`src/rtl/mm_reg_arb.sv`:
```
// Two-master arbiter in front of a single register-mapped peripheral.
// Reads and writes run on separate, identical channels, so a read and a write
// can be in flight at the same time.
//
// Handshake on every master port: the master raises stb with its fields and holds
// them unchanged until ack. ack (and err on timeout) is a one-cycle pulse, and read
// data is meaningful only in that cycle. A master's strobe is not looked at in its
// own ack cycle, so it has that cycle to drop the request. Toward the peripheral,
// s_*_stb is a one-cycle pulse. The peripheral answers with a one-cycle s_*_ack, and
// an ack that arrives while the channel is not waiting is ignored.

// One channel: round-robin grant, one-cycle issue, then wait for the ack or a timeout.
module mm_reg_arb_ch #(
  parameter int TIMEOUT = 15,
  parameter int CW      = 4
) (
  input  logic       clk,
  input  logic       reset_n,
  input  logic       sync_reset,
  input  logic [1:0] req,        // requests, already masked in the requester's ack cycle
  input  logic       s_ack,
  output logic       load,       // grant this cycle, so the caller captures the fields
  output logic       load_sel,   // which master is granted when load is high
  output logic       s_stb,
  output logic [1:0] done,       // completion for master N; the caller registers it
  output logic [1:0] fail,       // completion caused by a timeout
  output logic [1:0] state_dbg
);
  typedef enum logic [1:0] {ST_IDLE = 2'd0, ST_ISSUE = 2'd1, ST_WAIT = 2'd2} state_t;

  localparam logic [CW-1:0] TO_LIMIT = CW'(TIMEOUT);

  state_t          state_q, state_d;
  logic            gnt_q, gnt_d;
  logic            lg_q, lg_d;
  logic [CW-1:0]   cnt_q, cnt_d, cnt_inc;
  logic            s_stb_q, s_stb_d;

  // Next-state logic: grant in IDLE, pulse the strobe in ISSUE, wait for ack or timeout in WAIT.
  always_comb begin
    state_d  = state_q;
    gnt_d    = gnt_q;
    lg_d     = lg_q;
    cnt_d    = cnt_q;
    s_stb_d  = 1'b0;
    load     = 1'b0;
    load_sel = 1'b0;
    done     = 2'b00;
    fail     = 2'b00;
    cnt_inc  = cnt_q + CW'(1);
    case (state_q)
      ST_IDLE: begin
        if (|req) begin
          load     = 1'b1;
          // On a tie, the master that was not granted last wins.
          load_sel = (req == 2'b11) ? ~lg_q : req[1];
          gnt_d    = load_sel;
          lg_d     = load_sel;
          s_stb_d  = 1'b1;
          state_d  = ST_ISSUE;
        end
      end
      ST_ISSUE: begin
        cnt_d   = '0;
        state_d = ST_WAIT;
      end
      ST_WAIT: begin
        if (s_ack) begin
          done[gnt_q] = 1'b1;
          state_d     = ST_IDLE;
        end else if (cnt_inc == TO_LIMIT) begin
          done[gnt_q] = 1'b1;
          fail[gnt_q] = 1'b1;
          state_d     = ST_IDLE;
        end else begin
          cnt_d = cnt_inc;
        end
      end
      default: state_d = ST_IDLE;
    endcase
    if (sync_reset) begin
      state_d = ST_IDLE;
      gnt_d   = 1'b0;
      lg_d    = 1'b1;
      cnt_d   = '0;
      s_stb_d = 1'b0;
      load    = 1'b0;
      done    = 2'b00;
      fail    = 2'b00;
    end
  end

  // Channel state registers.
  always_ff @(posedge clk or negedge reset_n) begin
    if (!reset_n) begin
      state_q <= ST_IDLE;
      gnt_q   <= 1'b0;
      lg_q    <= 1'b1;
      cnt_q   <= '0;
      s_stb_q <= 1'b0;
    end else begin
      state_q <= state_d;
      gnt_q   <= gnt_d;
      lg_q    <= lg_d;
      cnt_q   <= cnt_d;
      s_stb_q <= s_stb_d;
    end
  end

  assign s_stb     = s_stb_q;
  assign state_dbg = state_q;
endmodule

// Top level: two channels plus the registered master and peripheral fields.
module mm_reg_arb #(
  parameter int ADDR_BITS = 8,
  parameter int DATA_BITS = 32,
  parameter int TIMEOUT   = 15
) (
  input  logic                   clk,
  input  logic                   reset_n,
  input  logic                   sync_reset,
  input  logic                   m0_rd_stb,
  input  logic [ADDR_BITS-1:0]   m0_rd_adr,
  output logic [DATA_BITS-1:0]   m0_rd_dat,
  output logic                   m0_rd_ack,
  input  logic                   m0_wr_stb,
  input  logic [DATA_BITS/8-1:0] m0_wr_sel,
  input  logic [ADDR_BITS-1:0]   m0_wr_adr,
  input  logic [DATA_BITS-1:0]   m0_wr_dat,
  output logic                   m0_wr_ack,
  output logic                   m0_err,
  input  logic                   m1_rd_stb,
  input  logic [ADDR_BITS-1:0]   m1_rd_adr,
  output logic [DATA_BITS-1:0]   m1_rd_dat,
  output logic                   m1_rd_ack,
  input  logic                   m1_wr_stb,
  input  logic [DATA_BITS/8-1:0] m1_wr_sel,
  input  logic [ADDR_BITS-1:0]   m1_wr_adr,
  input  logic [DATA_BITS-1:0]   m1_wr_dat,
  output logic                   m1_wr_ack,
  output logic                   m1_err,
  output logic                   s_rd_stb,
  output logic [ADDR_BITS-1:0]   s_rd_adr,
  input  logic [DATA_BITS-1:0]   s_rd_dat,
  input  logic                   s_rd_ack,
  output logic                   s_wr_stb,
  output logic                   s_wr_we,
  output logic [DATA_BITS/8-1:0] s_wr_sel,
  output logic [ADDR_BITS-1:0]   s_wr_adr,
  output logic [DATA_BITS-1:0]   s_wr_dat,
  input  logic                   s_wr_ack,
  output logic [1:0]             rd_state_dbg,
  output logic [1:0]             wr_state_dbg
);
  localparam int SEL_BITS = DATA_BITS / 8;
  localparam int CW       = $clog2(TIMEOUT + 1);

  logic [1:0]           rd_req, wr_req, rd_done, wr_done, rd_fail, wr_fail;
  logic                 rd_load, rd_load_sel, wr_load, wr_load_sel;
  logic [1:0]           rd_ack_q, rd_ack_d, wr_ack_q, wr_ack_d, err_q, err_d;
  logic [DATA_BITS-1:0] rd_dat0_q, rd_dat0_d, rd_dat1_q, rd_dat1_d;
  logic [ADDR_BITS-1:0] s_rd_adr_q, s_rd_adr_d, s_wr_adr_q, s_wr_adr_d;
  logic [SEL_BITS-1:0]  s_wr_sel_q, s_wr_sel_d;
  logic [DATA_BITS-1:0] s_wr_dat_q, s_wr_dat_d;

  // A master's strobe is still high in its own ack cycle, so it is masked there.
  assign rd_req = {m1_rd_stb & ~rd_ack_q[1], m0_rd_stb & ~rd_ack_q[0]};
  assign wr_req = {m1_wr_stb & ~wr_ack_q[1], m0_wr_stb & ~wr_ack_q[0]};

  mm_reg_arb_ch #(.TIMEOUT(TIMEOUT), .CW(CW)) u_rd_ch (
    .clk(clk), .reset_n(reset_n), .sync_reset(sync_reset), .req(rd_req), .s_ack(s_rd_ack),
    .load(rd_load), .load_sel(rd_load_sel), .s_stb(s_rd_stb), .done(rd_done),
    .fail(rd_fail), .state_dbg(rd_state_dbg)
  );

  mm_reg_arb_ch #(.TIMEOUT(TIMEOUT), .CW(CW)) u_wr_ch (
    .clk(clk), .reset_n(reset_n), .sync_reset(sync_reset), .req(wr_req), .s_ack(s_wr_ack),
    .load(wr_load), .load_sel(wr_load_sel), .s_stb(s_wr_stb), .done(wr_done),
    .fail(wr_fail), .state_dbg(wr_state_dbg)
  );

  // Register the master responses and capture the granted master's fields toward the peripheral.
  always_comb begin
    rd_ack_d   = rd_done;
    wr_ack_d   = wr_done;
    err_d      = rd_fail | wr_fail;
    rd_dat0_d  = (rd_done[0] & ~rd_fail[0]) ? s_rd_dat : '0;
    rd_dat1_d  = (rd_done[1] & ~rd_fail[1]) ? s_rd_dat : '0;
    s_rd_adr_d = s_rd_adr_q;
    s_wr_adr_d = s_wr_adr_q;
    s_wr_sel_d = s_wr_sel_q;
    s_wr_dat_d = s_wr_dat_q;
    if (rd_load) begin
      s_rd_adr_d = rd_load_sel ? m1_rd_adr : m0_rd_adr;
    end
    if (wr_load) begin
      s_wr_adr_d = wr_load_sel ? m1_wr_adr : m0_wr_adr;
      s_wr_sel_d = wr_load_sel ? m1_wr_sel : m0_wr_sel;
      s_wr_dat_d = wr_load_sel ? m1_wr_dat : m0_wr_dat;
    end
    if (sync_reset) begin
      rd_ack_d   = 2'b00;
      wr_ack_d   = 2'b00;
      err_d      = 2'b00;
      rd_dat0_d  = '0;
      rd_dat1_d  = '0;
      s_rd_adr_d = '0;
      s_wr_adr_d = '0;
      s_wr_sel_d = '0;
      s_wr_dat_d = '0;
    end
  end

  // Output registers.
  always_ff @(posedge clk or negedge reset_n) begin
    if (!reset_n) begin
      rd_ack_q   <= 2'b00;
      wr_ack_q   <= 2'b00;
      err_q      <= 2'b00;
      rd_dat0_q  <= '0;
      rd_dat1_q  <= '0;
      s_rd_adr_q <= '0;
      s_wr_adr_q <= '0;
      s_wr_sel_q <= '0;
      s_wr_dat_q <= '0;
    end else begin
      rd_ack_q   <= rd_ack_d;
      wr_ack_q   <= wr_ack_d;
      err_q      <= err_d;
      rd_dat0_q  <= rd_dat0_d;
      rd_dat1_q  <= rd_dat1_d;
      s_rd_adr_q <= s_rd_adr_d;
      s_wr_adr_q <= s_wr_adr_d;
      s_wr_sel_q <= s_wr_sel_d;
      s_wr_dat_q <= s_wr_dat_d;
    end
  end

  assign m0_rd_ack = rd_ack_q[0];
  assign m1_rd_ack = rd_ack_q[1];
  assign m0_wr_ack = wr_ack_q[0];
  assign m1_wr_ack = wr_ack_q[1];
  assign m0_err    = err_q[0];
  assign m1_err    = err_q[1];
  assign m0_rd_dat = rd_dat0_q;
  assign m1_rd_dat = rd_dat1_q;
  assign s_rd_adr  = s_rd_adr_q;
  assign s_wr_we   = s_wr_stb;
  assign s_wr_adr  = s_wr_adr_q;
  assign s_wr_sel  = s_wr_sel_q;
  assign s_wr_dat  = s_wr_dat_q;
endmodule

```
`config.mk`:
```
export PLATFORM = sky130hd
export DESIGN_NAME = mm_reg_arb
export DESIGN_NICKNAME = d
export VERILOG_FILES = /design/src/rtl/mm_reg_arb.sv
export SDC_FILE = /design/constraint.sdc
export NUM_CORES = 1
export LEC_CHECK = 0
export CAP_MARGIN = 25
export CORE_MARGIN = 3
export CORE_UTILIZATION = 44
export DETAILED_ROUTE_END_ITERATION = 10
export PLACE_DENSITY = 0.84
export SLEW_MARGIN = 20
export SYNTH_ARGS = -nofsm -noshare
export SYNTH_HDL_FRONTEND = slang
export SYNTH_SLANG_ARGS = --single-unit
```
`constraint.sdc`:
```
create_clock -name clk -period 3.63 [get_ports clk]
set_input_delay 0.5445 -clock clk [delete_from_list [all_inputs] [get_ports clk]]
set_output_delay 0.5445 -clock clk [all_outputs]
set_load 0.02 [all_outputs]
```
# After elaboration in Yosys (flattened, before gate mapping)
# Cells that the tools add are included.
[word_totals]
in_bits = 145
out_inout_bits = 129
ff_bits = 140
[op_classes]
bitwise = 15
order_cmp = 4
eq_ne = 16
reduce_logical = 20
n_mux = 74
add_sub_neg = 2
[ops]
columns = ["operator", "n"]
rows = [
  ["32-bit two-way mux", 7],
  ["2-bit two-way mux", 24],
  ["8-bit two-way mux", 6],
  ["4-bit two-way mux", 9],
  ["1-bit two-way mux", 22],
  ["4-bit one-hot mux with 2 select lines", 2],
  ["3-bit inequality test, second input constant", 4],
  ["2-bit one-hot mux with 3 select lines", 2],
  ["2-bit nonzero test", 6],
  ["4-bit by 1-bit adder with 4-bit output, second input constant", 2],
  ["2-bit == test, second input constant", 4],
  ["4-bit == test, second input constant", 2],
  ["4-bit by 3-bit inequality test with 1-bit output, second input constant", 2],
  ["1-bit NOT", 8],
  ["2-bit AND reduction", 4],
  ["1-bit bitwise AND", 6],
  ["3-bit by 2-bit inequality test with 1-bit output, second input constant", 2],
  ["3-bit AND reduction", 2],
  ["3-bit nonzero test", 2],
  ["2-bit by 1-bit == test with 1-bit output, second input constant", 2],
  ["2-bit logical NOT", 2],
  ["1-bit by 2-bit less-than comparator with 1-bit output, second input constant", 2],
  ["2-bit OR reduction", 2],
  ["1-bit demux with 1-bit select", 2],
  ["3 further kinds", 5],
]

# Logic depth before layout (Yosys ltp)
# Gate-level depths: netlist of run 1.
[logic_depth]
ltp_word = 12
depth_mapped = 6
ltp_nobuf = 6

# Hierarchy
# Synthesis of run 1 repeated with hierarchy kept, for this count alone.
[hier_totals]
hier_cells = 502
hier_area_um2 = 6019.5
[by_module_without_submodules]
columns = ["mod", "area_each_um2", "cells_each", "n_inst"]
rows = [
  ["mm_reg_arb", 4888.4, 388, 1],
  ["mm_reg_arb_ch", 565.5, 57, 2],
]

# Worst setup path before layout of run 1
# No wires, ideal clock.
[synth_path]
kind = "input to register"
from = "input port sync_reset"
to = "register u_rd_ch.cnt_q[0]"
arrival_time_ns = 1.540
setup_time_ns = 0.064
path_stages = 5
setup_slack_ns = 2.026
t_required_ns = 3.566
cell_sequence = "buf_2 nor4b_2 nor2b_1 nand3_1 a21bo_1"
[synth_between]
elab_chain_cells = 2
elab_cells_between_ends = 5
[synth_lines]
columns = ["element", "line_no", "source"]
rows = [
  ["start, declared", "122", "input logic sync_reset,"],
  ["3-bit inequality test (no source line) or 3-bit nonzero test (tied branches)", "-", ""],
  ["3-bit AND reduction (no source line)", "-", ""],
  ["end signal, assigned", "105", "cnt_q <= cnt_d;"],
  ["end, declared", "36", "logic [CW-1:0] cnt_q, cnt_d, cnt_inc;"],
]
# Parallel ways exist; a longest one is shown, timed or not.
# A chain may end at the register's enable or synchronous reset.

# Worst setup path in the final report of run 1
[layout_path]
from = "input port sync_reset"
to = "register s_wr_dat_q[20] (netlist: s_wr_dat[20])"
[layout_between]
elab_chain_cells = 2
elab_cells_between_ends = 3
[layout_lines]
columns = ["element", "line_no", "source"]
rows = [
  ["1-bit two-way mux", "81", "if (sync_reset) begin"],
  ["2-bit nonzero test (no source line)", "-", ""],
  ["end signal, assigned", "236", "s_wr_dat_q <= s_wr_dat_d;"],
  ["end, declared", "165", "logic [DATA_BITS-1:0] s_wr_dat_q, s_wr_dat_d;"],
]
# Parallel ways exist; a longest one is shown, timed or not.

==> impl_metrics.json, run 1 <==
{
  "status": "complete, no violations",
  "insertion_delay_ns": 0.41,
  "setup_violations": 0,
  "cts_hold_buf": 0,
  "synthFlopType": "dfrtp_1",
  "reg2regPathDepth": 5,
  "synth_commonest_cells": "dfrtp_1, and2_1, o2bb2ai_1, mux2i_1, buf_2",
  "die_h_um": 120,
  "die_width_um": 120,
  "synth-edff-count": 0,
  "htreeDepth": 4,
  "cp_max_fo": 30,
  "hold_ws_ns": 0.184,
  "slew_headroom": 0.359,
  "synth.avg_cell_area_um2": 13.1,
  "gp_congestion": 0.831,
  "synth.distinct_cells": 46,
  "ys_seq_elements": 140,
  "critPathKind": "in2reg",
  "drtIter0Drc": 251,
  "hold_viol": 0,
  "grt_pass1_vias": 4954,
  "async_flop_share": 1.00,
  "yosysSeqAreaShare": 0.611,
  "cts_tree": "built",
  "core-area_um2": 12700,
  "grt_max_degree": 86,
  "clockPowerShare": 0.448,
  "drt_wl_total_mm": 17.0,
  "firstDrtPassIters": 4,
  "end_kind": "flop",
  "yosys_warnings": 0,
  "root_buffer": "clkbuf_16",
  "vias": 4606,
  "ctsResizeCount": 0,
  "vias_per_cell": 5.15,
  "cts.sinks": 140,
  "drive_gt1_frac": 0.0692,
  "nets": 860,
  "io_pins": 274,
  "ir_drop_v": 0.000353,
  "netSwitchingFraction": 0.237,
  "finalSetupTns_ns": 0,
  "clockBufferDepth": 2,
  "period_minus_slack_ns": 2.47,
  "numPortBuffers": 273,
  "timing.rr.start": "wr_ack_q[0]",
  "hp-class": "in2async",
  "synth_area_um2": 5740,
  "final_cells": 895,
  "synth_nets": 588,
  "route.detailed.drc": 0,
  "grt_first_pass_wirelength_mm": 26.6,
  "drv_slew": 0,
  "power.leakage_nw": 4.26,
  "synth.area.top_cells": "dfrtp_1, mux2i_1, o2bb2ai_1, and2_1, buf_2",
  "fill_cells": 823,
  "initial_core_util": 0.453,
  "drv_cap": 0,
  "crit_arrival_ns": 2.77,
  "synth_top_area_share": 0.602,
  "synth_most_common_cell": "dfrtp_1",
  "cp.required_ns": 3.93,
  "p_sw_w": 0.00103,
  "grt_overflow_total": 0,
  "timing.rr.end": "s_wr_dat[20]",
  "rsz0062_at_grt": "no",
  "period_share": 0.680,
  "hpwl_mm": 12.5,
  "ant_nets": 0,
  "dieArea_um2": 14400,
  "post_drt_wl_per_cell_um": 19.0,
  "combPwrFrac": 0.161,
  "diodes": 0,
  "area_growth_pct": 61.7,
  "synth_top_cell_by_area": "dfrtp_1",
  "antenna_found_initial": 1,
  "rows": 41,
  "tightest_slew_ns": 0.962,
  "postCtsSetupRepairBufs": 0,
  "rrSetupSlack_ns": 1.52,
  "fin_skew_ns": 0.00590,
  "dp.cells": 864,
  "cts_buffers": 17,
  "syn_inst": 439,
  "fmax_mhz": 405,
  "power.internal_w": 0.00331,
  "powerDensity_nw_per_um2": 468,
  "cts.clk_slew.worst_paths_ns": 0.06,
  "grt_usage": 0.240,
  "seqPwrFrac": 0.391,
  "worstSetupStartpointType": "input port"
}
cell usage in the layout (no fill, tap or decap), types with 7 or more instances in the layout:
cell and instances:
clkdlybuf4s50_1 272, dfrtp_1 138, and2_1 67, o2bb2ai_1 56, mux2i_1 52, clkbuf_16 17
nand2_1 12, inv_1 10, nor2b_1 9, nand3_1 7
power by group through the flow:
stage	combinational [W]	sequential [W]	clock (W)
3_5_place_dp	0.000701	0.00172	0
6_report	0.000699	0.00170	0.00194
2_1_floorplan	0.000206	0.00181	0
5_1_grt	0.000744	0.00171	0.00204
4_1_cts	0.000706	0.00170	0.00198
3_3_place_gp	0.000683	0.00172	0
flip-flops by register name, summed over array words and instances, names as in the netlist, 4 cells and up:
name	count
m1_rd_dat	32
u_wr_ch.cnt_q	4
s_wr_dat	32
s_wr_sel	4
m0_rd_dat	32
s_rd_adr	8
s_wr_adr	8
u_rd_ch.cnt_q	4
final cells by class:
| cell class | count | area, µm² | area share |
|---|---|---|---|
| Clock inverter | 11 | 216 | 0.0233 |
| Timing Repair Buffer | 279 | 2790 | 0.301 |
| Multi-Input combinational cell | 261 | 2050 | 0.221 |
| Clock buffer | 20 | 447 | 0.0482 |
| Tap cell | 172 | 215 | 0.0232 |
| Inverter | 12 | 45.0 | 0.00486 |
| Sequential cell | 140 | 3510 | 0.378 |
cell families (layout without fill, tap and decap cells):
logic type               after synthesis  in the layout  share of synthesized area
buffers and inverters                 38            322                     0.0323
adder cells (fa/ha/maj)                4              4                    0.00872
AO/OA/AOI/OAI                         83             83                      0.126
flip-flops                           140            140                      0.611
AND/OR/NAND/NOR                      118            118                      0.125
XOR/XNOR                               3              3                    0.00458
multiplexers                          53             53                     0.0927
how the worst max path moves through the flow:
| stage | from | to | cells after the start |
|---|---|---|---|
| 3_5_place_dp | sync_reset | s_wr_dat[20] | 5 |
| 3_3_place_gp | sync_reset | s_wr_dat[20] | 5 |
| 5_1_grt | sync_reset | s_wr_dat[20] | 5 |
| 6_report | sync_reset | s_wr_dat[20] | 5 |
| 4_1_cts | sync_reset | s_wr_dat[20] | 5 |
| 2_1_floorplan | sync_reset | u_rd_ch.cnt_q[0] | 5 |
per-layer routing:
metal | vias to the layer above | wire [µm] | track usage
met5 | - | 13 | 0
met4 | 2 | 402 | 0.0952
met3 | 28 | 1810 | 0.113
met2 | 212 | 8440 | 0.393
met1 | 2255 | 6370 | 0.272
li1 | 2109 | - | -
critical path: stages:
cell and delay [ns]:
clkdlybuf4s50_1 0.67, inv_1 0.35, and2_1 0.57, buf_4 0.43
o2bb2ai_1 0.18
through the flow:
| stage | setup WS (ns) | power, W | cell area [µm²] | util |
|---|---|---|---|---|
| 2_1_floorplan | 2.03 | 0.00201 | 5740 | - |
| 3_3_place_gp | 1.02 | 0.00240 | 8610 | 0.680 |
| 3_5_place_dp | 0.851 | 0.00242 | 8610 | 0.680 |
| 4_1_cts | 1.24 | 0.00439 | 9270 | 0.732 |
| 5_1_grt | 1.03 | 0.00449 | 9270 | 0.732 |
| 6_report | 1.16 | 0.00434 | 9270 | 0.732 |
(Power assumes the default switching activity.)
==> run 2: changes to the inputs <==
Settings changed: CORE_UTILIZATION 44 to 37, PLACE_DENSITY 0.84 to 0.75.
Clock period 3.63 ns to 2.2 ns, I/O delays scaled along.
==> run 2 against run 1 <==
- via count is 1.3% lower
- core utilization is 11 points lower
- critical path depth is 4 lower
- design area hardly changed
- flip-flop and latch count stayed put
- combinational power is 66% higher
- worst setup slack worse by 0.81 ns
==> impl_metrics.json, run 2 (synthesized netlist as in run 1, its figures left out) <==
{
  "diodes": 0,
  "cp.required_ns": 1.87,
  "final_common_cell": "clkdlybuf4s50_1",
  "final_cell_mix": "clkdlybuf4s50_1, dfrtp_1, and2_1",
  "antenna_found_initial": 1,
  "status": "complete, no violations",
  "route.detailed.drc": 0,
  "rows": 44,
  "vias": 4545,
  "fin_skew_ns": 0.00858,
  "end_kind": "primary output",
  "critPathKind": "reg2out",
  "numPortBuffers": 273,
  "htreeDepth": 4,
  "drv_slew": 0,
  "crit_arrival_ns": 1.52,
  "grt_first_pass_wirelength_mm": 24.4,
  "root_buffer": "clkbuf_16",
  "cp_slowest_stage_delay_ns": 0.65,
  "crit_path_end": "rd_state_dbg[0]",
  "cts_buffers": 17,
  "powerDensity_nw_per_um2": 710,
  "die_h_um": 131,
  "gp_congestion": 0.771,
  "fill_cells": 1122,
  "cp_max_fo": 6,
  "drv_cap": 0,
  "core-area_um2": 14900,
  "die_width_um": 131,
  "slew_headroom": 0.423,
  "cts.clk_slew.worst_paths_ns": 0.07,
  "clockBufferDepth": 2,
  "cp_slowest_cell": "clkdlybuf4s50_1",
  "ant_nets": 0,
  "drtIter0Drc": 175,
  "initial_core_util": 0.386,
  "reg2regPathDepth": 4,
  "firstDrtPassIters": 4,
  "startpoint": "u_rd_ch.state_dbg[0]",
  "path_cells": "clkdlybuf4s50_1",
  "drive_gt1_frac": 0.0807,
  "power_w": 0.00659,
  "period_share": 0.841,
  "insertion_delay_ns": 0.42,
  "vias_per_cell": 4.97,
  "nets": 867,
  "tightest_slew_ns": 0.866,
  "dp.cells": 882,
  "area_growth_pct": 61.7,
  "grt_usage": 0.189,
  "grt_overflow_total": 0,
  "worstSetupStartpointType": "flop",
  "path_depth": 1,
  "cpLargestDelayFamily": "buffers and inverters",
  "cts_tree": "built",
  "rrSetupSlack_ns": 0.41,
  "hp-class": "in2async",
  "power.leakage_nw": 4.24,
  "drt_wl_total_mm": 16.7,
  "rsz0062_at_grt": "no",
  "regArea_um2": 3510,
  "setup_violations": 0,
  "hold_viol": 0,
  "crit_buf_inv": 1,
  "hpwl_mm": 12.7,
  "timing.rr.end": "s_wr_dat[17]",
  "cts.sinks": 140,
  "ir_drop_v": 0.000562,
  "final_cells": 915,
  "io_pins": 274,
  "fmax_mhz": 541,
  "post_drt_wl_per_cell_um": 18.3,
  "finish.utilization": 0.624,
  "multi_input_area_um2": 2060,
  "grt_pass1_vias": 4652,
  "period_minus_slack_ns": 1.85,
  "grt_max_degree": 59,
  "timing.rr.start": "u_wr_ch.state_dbg[1]",
  "dieArea_um2": 17000
}
-- run 2: cell count changes in the layout (fill, tap and decap cells not counted), sizes merged --
cell and change:
buf +6, bufinv -6, clkbuf -1, clkinv -2, clkinvlp +3, dlygate4sd3 +1, inv +7
-- run 2: layer usage --
metal  part of all wire  wire length, µm  up-vias  GRT usage
met5            0.00078               13        -          0
met1               0.36             5960     2174      0.195
met2               0.50             8320      229      0.329
met3               0.13             2240       22      0.103
li1                   -                -     2118          -
met4              0.013              223        2     0.0617
-- run 2: worst min-delay path by stage --
stage | start | to | cells past startpoint
after floorplan | reset_n | err_q[0] | 0
after global placement | reset_n | s_rd_adr[1] | 1
after detailed placement | reset_n | s_rd_adr[1] | 1
after CTS | reset_n | s_rd_adr[3] | 2
after global routing | reset_n | s_rd_adr[7] | 2
final | reset_n | s_rd_adr[7] | 2
-- run 2: timing repair --
action,in CTS,in global routing
setup buffers,0,0
endpoints found under the hold margin,33,0
hold buffers,1,0
resized for setup,0,0
-- run 2: metrics by stage --
step / setup WS [ns] / hold WS (ns) / cell area (µm²) / setup TNS (ns)
3_3_place_gp: 0.119 / 0.252 / 8720 / 0
4_1_cts: 0.311 / 0.369 / 9280 / 0
6_report: 0.350 / 0.379 / 9280 / 0
2_1_floorplan: 0.601 / 0.0344 / 5740 / 0
5_1_grt: 0.250 / 0.378 / 9280 / 0
3_5_place_dp: -0.0341 / 0.256 / 8720 / -0.0788
-- run 2: area by class of cell --
class                           count  share of cell area
Tap cell                          184              0.0248
Multi-Input combinational cell    261               0.222
Sequential cell                   140               0.378
Clock buffer                       19              0.0477
Inverter                           12             0.00485
Clock inverter                     13              0.0117
Timing Repair Buffer              286               0.311
-- run 2: where the power goes --
part | leakage (nW) | switching [W] | internal, W
clock | 0.264 | 0.00113 | 0.00150
combinational | 2.07 | 0.000550 | 0.000614
sequential | 1.91 | 0.0000844 | 0.00271
==> run 3: changes to the inputs <==
Clock period 2.2 ns to 1.56 ns, I/O delays scaled along.
==> run 3 against run 2 <==
- the run now ends with negative setup slack left
- hold slack lost 0.10 ns
- total power grew 47%
- die area is the same
- non-clock buffer count grew 35
- final cell count grew 3.8%
- clock power grew 56%
- critical path type is now reg2reg
- critical endpoint is now u_wr_ch.cnt_q[2]
- largest power group is now the clock network
==> impl_metrics.json, run 3 (synthesized netlist as in run 1, its figures left out) <==
{
  "route.detailed.drc": 0,
  "grt_first_pass_wirelength_mm": 26.3,
  "failed_checks": "negative setup slack",
  "timing.rr.end": "u_wr_ch.cnt_q[2]",
  "slew_headroom": 0.755,
  "cp.required_ns": 1.91,
  "worstSetupStartpointType": "flop",
  "area_growth_pct": 68.2,
  "vias_per_cell": 4.97,
  "numPortBuffers": 273,
  "fin_ws_ns": -0.113,
  "end_kind": "flop",
  "rrSetupSlack_ns": -0.11,
  "die_h_um": 131,
  "ant_nets": 0,
  "setup_violations": 9,
  "power.leakage_nw": 5.03,
  "clockBufferDepth": 2,
  "tightest_slew_ns": 0.367,
  "nets": 902,
  "hpwl_mm": 13.2,
  "drt_wl_total_mm": 17.7,
  "critPathKind": "reg2reg",
  "ir_drop_v": 0.000738,
  "vias": 4723,
  "combPwrFrac": 0.171,
  "rsz0062_at_grt": "yes",
  "die_width_um": 131,
  "hold_ws_ns": 0.279,
  "drv_slew": 0,
  "cp_max_fo": 5,
  "crit_arrival_ns": 2.03,
  "insertion_delay_ns": 0.41,
  "drive_gt1_frac": 0.155,
  "final_cell_mix": "clkdlybuf4s50_1, dfrtp_1, dlygate4sd2_1",
  "netSwitchingFraction": 0.262,
  "post_drt_wl_per_cell_um": 18.7,
  "clockPowerShare": 0.422,
  "power.internal_w": 0.00715,
  "final_common_cell": "clkdlybuf4s50_1",
  "dieArea_um2": 17000,
  "p_sw_w": 0.00253,
  "powerDensity_nw_per_um2": 1000,
  "grt_pass1_vias": 5086,
  "io_pins": 274,
  "fin_skew_ns": 0.00557,
  "root_buffer": "clkbuf_16",
  "core-area_um2": 14900,
  "hold_viol": 0,
  "period_share": 1.07,
  "status": "finished, violations left",
  "hp-class": "in2async",
  "rows": 44,
  "seqPwrFrac": 0.407,
  "fmax_mhz": 598,
  "htreeDepth": 4,
  "cts_tree": "built",
  "grt_overflow_total": 0,
  "antenna_found_initial": 1,
  "grt_usage": 0.204,
  "period_minus_slack_ns": 1.67,
  "initial_core_util": 0.386,
  "timing.rr.start": "u_wr_ch.cnt_q[1]",
  "fill_cells": 1184,
  "diodes": 0,
  "drtIter0Drc": 158,
  "grt_max_degree": 40,
  "cts_buffers": 17,
  "firstDrtPassIters": 4,
  "power_w": 0.00968,
  "cts.clk_slew.worst_paths_ns": 0.06,
  "gp_congestion": 0.777,
  "reg2regPathDepth": 5,
  "cts.sinks": 140,
  "drv_cap": 0
}
==> run 3: cell types whose count changed in the layout (fill, tap and decap cells not counted), moves of 3 or more <==
cell,before,now
clkdlybuf4s50_1,272,143
dfrtp_2,0,3
dfrtp_1,138,135
ha_1,4,0
buf_12,4,9
dlygate4sd2_1,0,129
buf_4,8,34
==> run 3: through the flow <==
stage                     instance area [µm²]    TNS, ns  std cells  setup slack [ns]   util
after floorplan                          5750  -0.000662        439         -0.000662      -
after global placement                   9010     -17.86        911            -0.182  0.606
after detailed placement                 9010     -26.26        911            -0.256  0.606
after CTS                                9560     -0.186        949           -0.0438  0.643
after global routing                     9650      -1.14        950            -0.173  0.649
final                                    9650     -0.312        950            -0.113  0.649
==> run 3: worst max-delay path by stage <==
| stage | from | endpoint | slack [ns] | depth (start not counted) |
|---|---|---|---|---|
| floorplan | u_wr_ch.cnt_q[0] | u_wr_ch.cnt_q[0] | -0.0007 | 5 |
| global placement | sync_reset | u_wr_ch.cnt_q[2] | -0.18 | 5 |
| detailed placement | sync_reset | m0_rd_dat[18] | -0.26 | 6 |
| CTS | u_wr_ch.cnt_q[0] | u_wr_ch.cnt_q[2] | -0.04 | 5 |
| global route | u_wr_ch.cnt_q[1] | u_wr_ch.cnt_q[2] | -0.17 | 5 |
| finish | u_wr_ch.cnt_q[1] | u_wr_ch.cnt_q[2] | -0.11 | 5 |
==> run 3: layout make-up <==
cell class,count,area [µm²],share of cell area
Clock buffer,19,453,0.0469
Clock inverter,13,155,0.0161
Inverter,12,45.0,0.00467
Multi-Input combinational cell,261,2180,0.226
Sequential cell,140,3510,0.364
Tap cell,184,230,0.0239
Timing Repair Buffer,321,3080,0.319
==> run 3: what timing repair did <==
item | in CTS | in global routing
pin swaps | 6 | 12
gates resized for setup | 144 | 17
endpoints found under the hold margin | 33 | 0
endpoints found under the setup margin | 141 | 55
gates cloned | 0 | 1
setup buffers | 5 | 0
hold buffers | 1 | 0
==> run 3: critical path: stages (launching register included) <==
cell       delay, ns
dfrtp_2         0.45
ha_4            0.19
and3b_4         0.22
a2111oi_4       0.36
nor3b_2         0.26
a221o_1         0.14
==> run 3: power groups by stage <==
stage	clock (W)	sequential (W)	combinational, W
after CTS	0.00418	0.00394	0.00165
after floorplan	0	0.00421	0.000480
after detailed placement	0	0.00401	0.00176
after global routing	0.00435	0.00396	0.00178
final	0.00409	0.00394	0.00165
after global placement	0	0.00401	0.00172
==> run 3: per-layer routing <==
metal  vias to the layer above  wire length [µm]  track usage
met2                       228              8900        0.357
met5                         -                 7            0
met1                      2276              6230        0.209
met3                        28              2280        0.108
li1                       2189                 -            -
met4                         2               314       0.0702
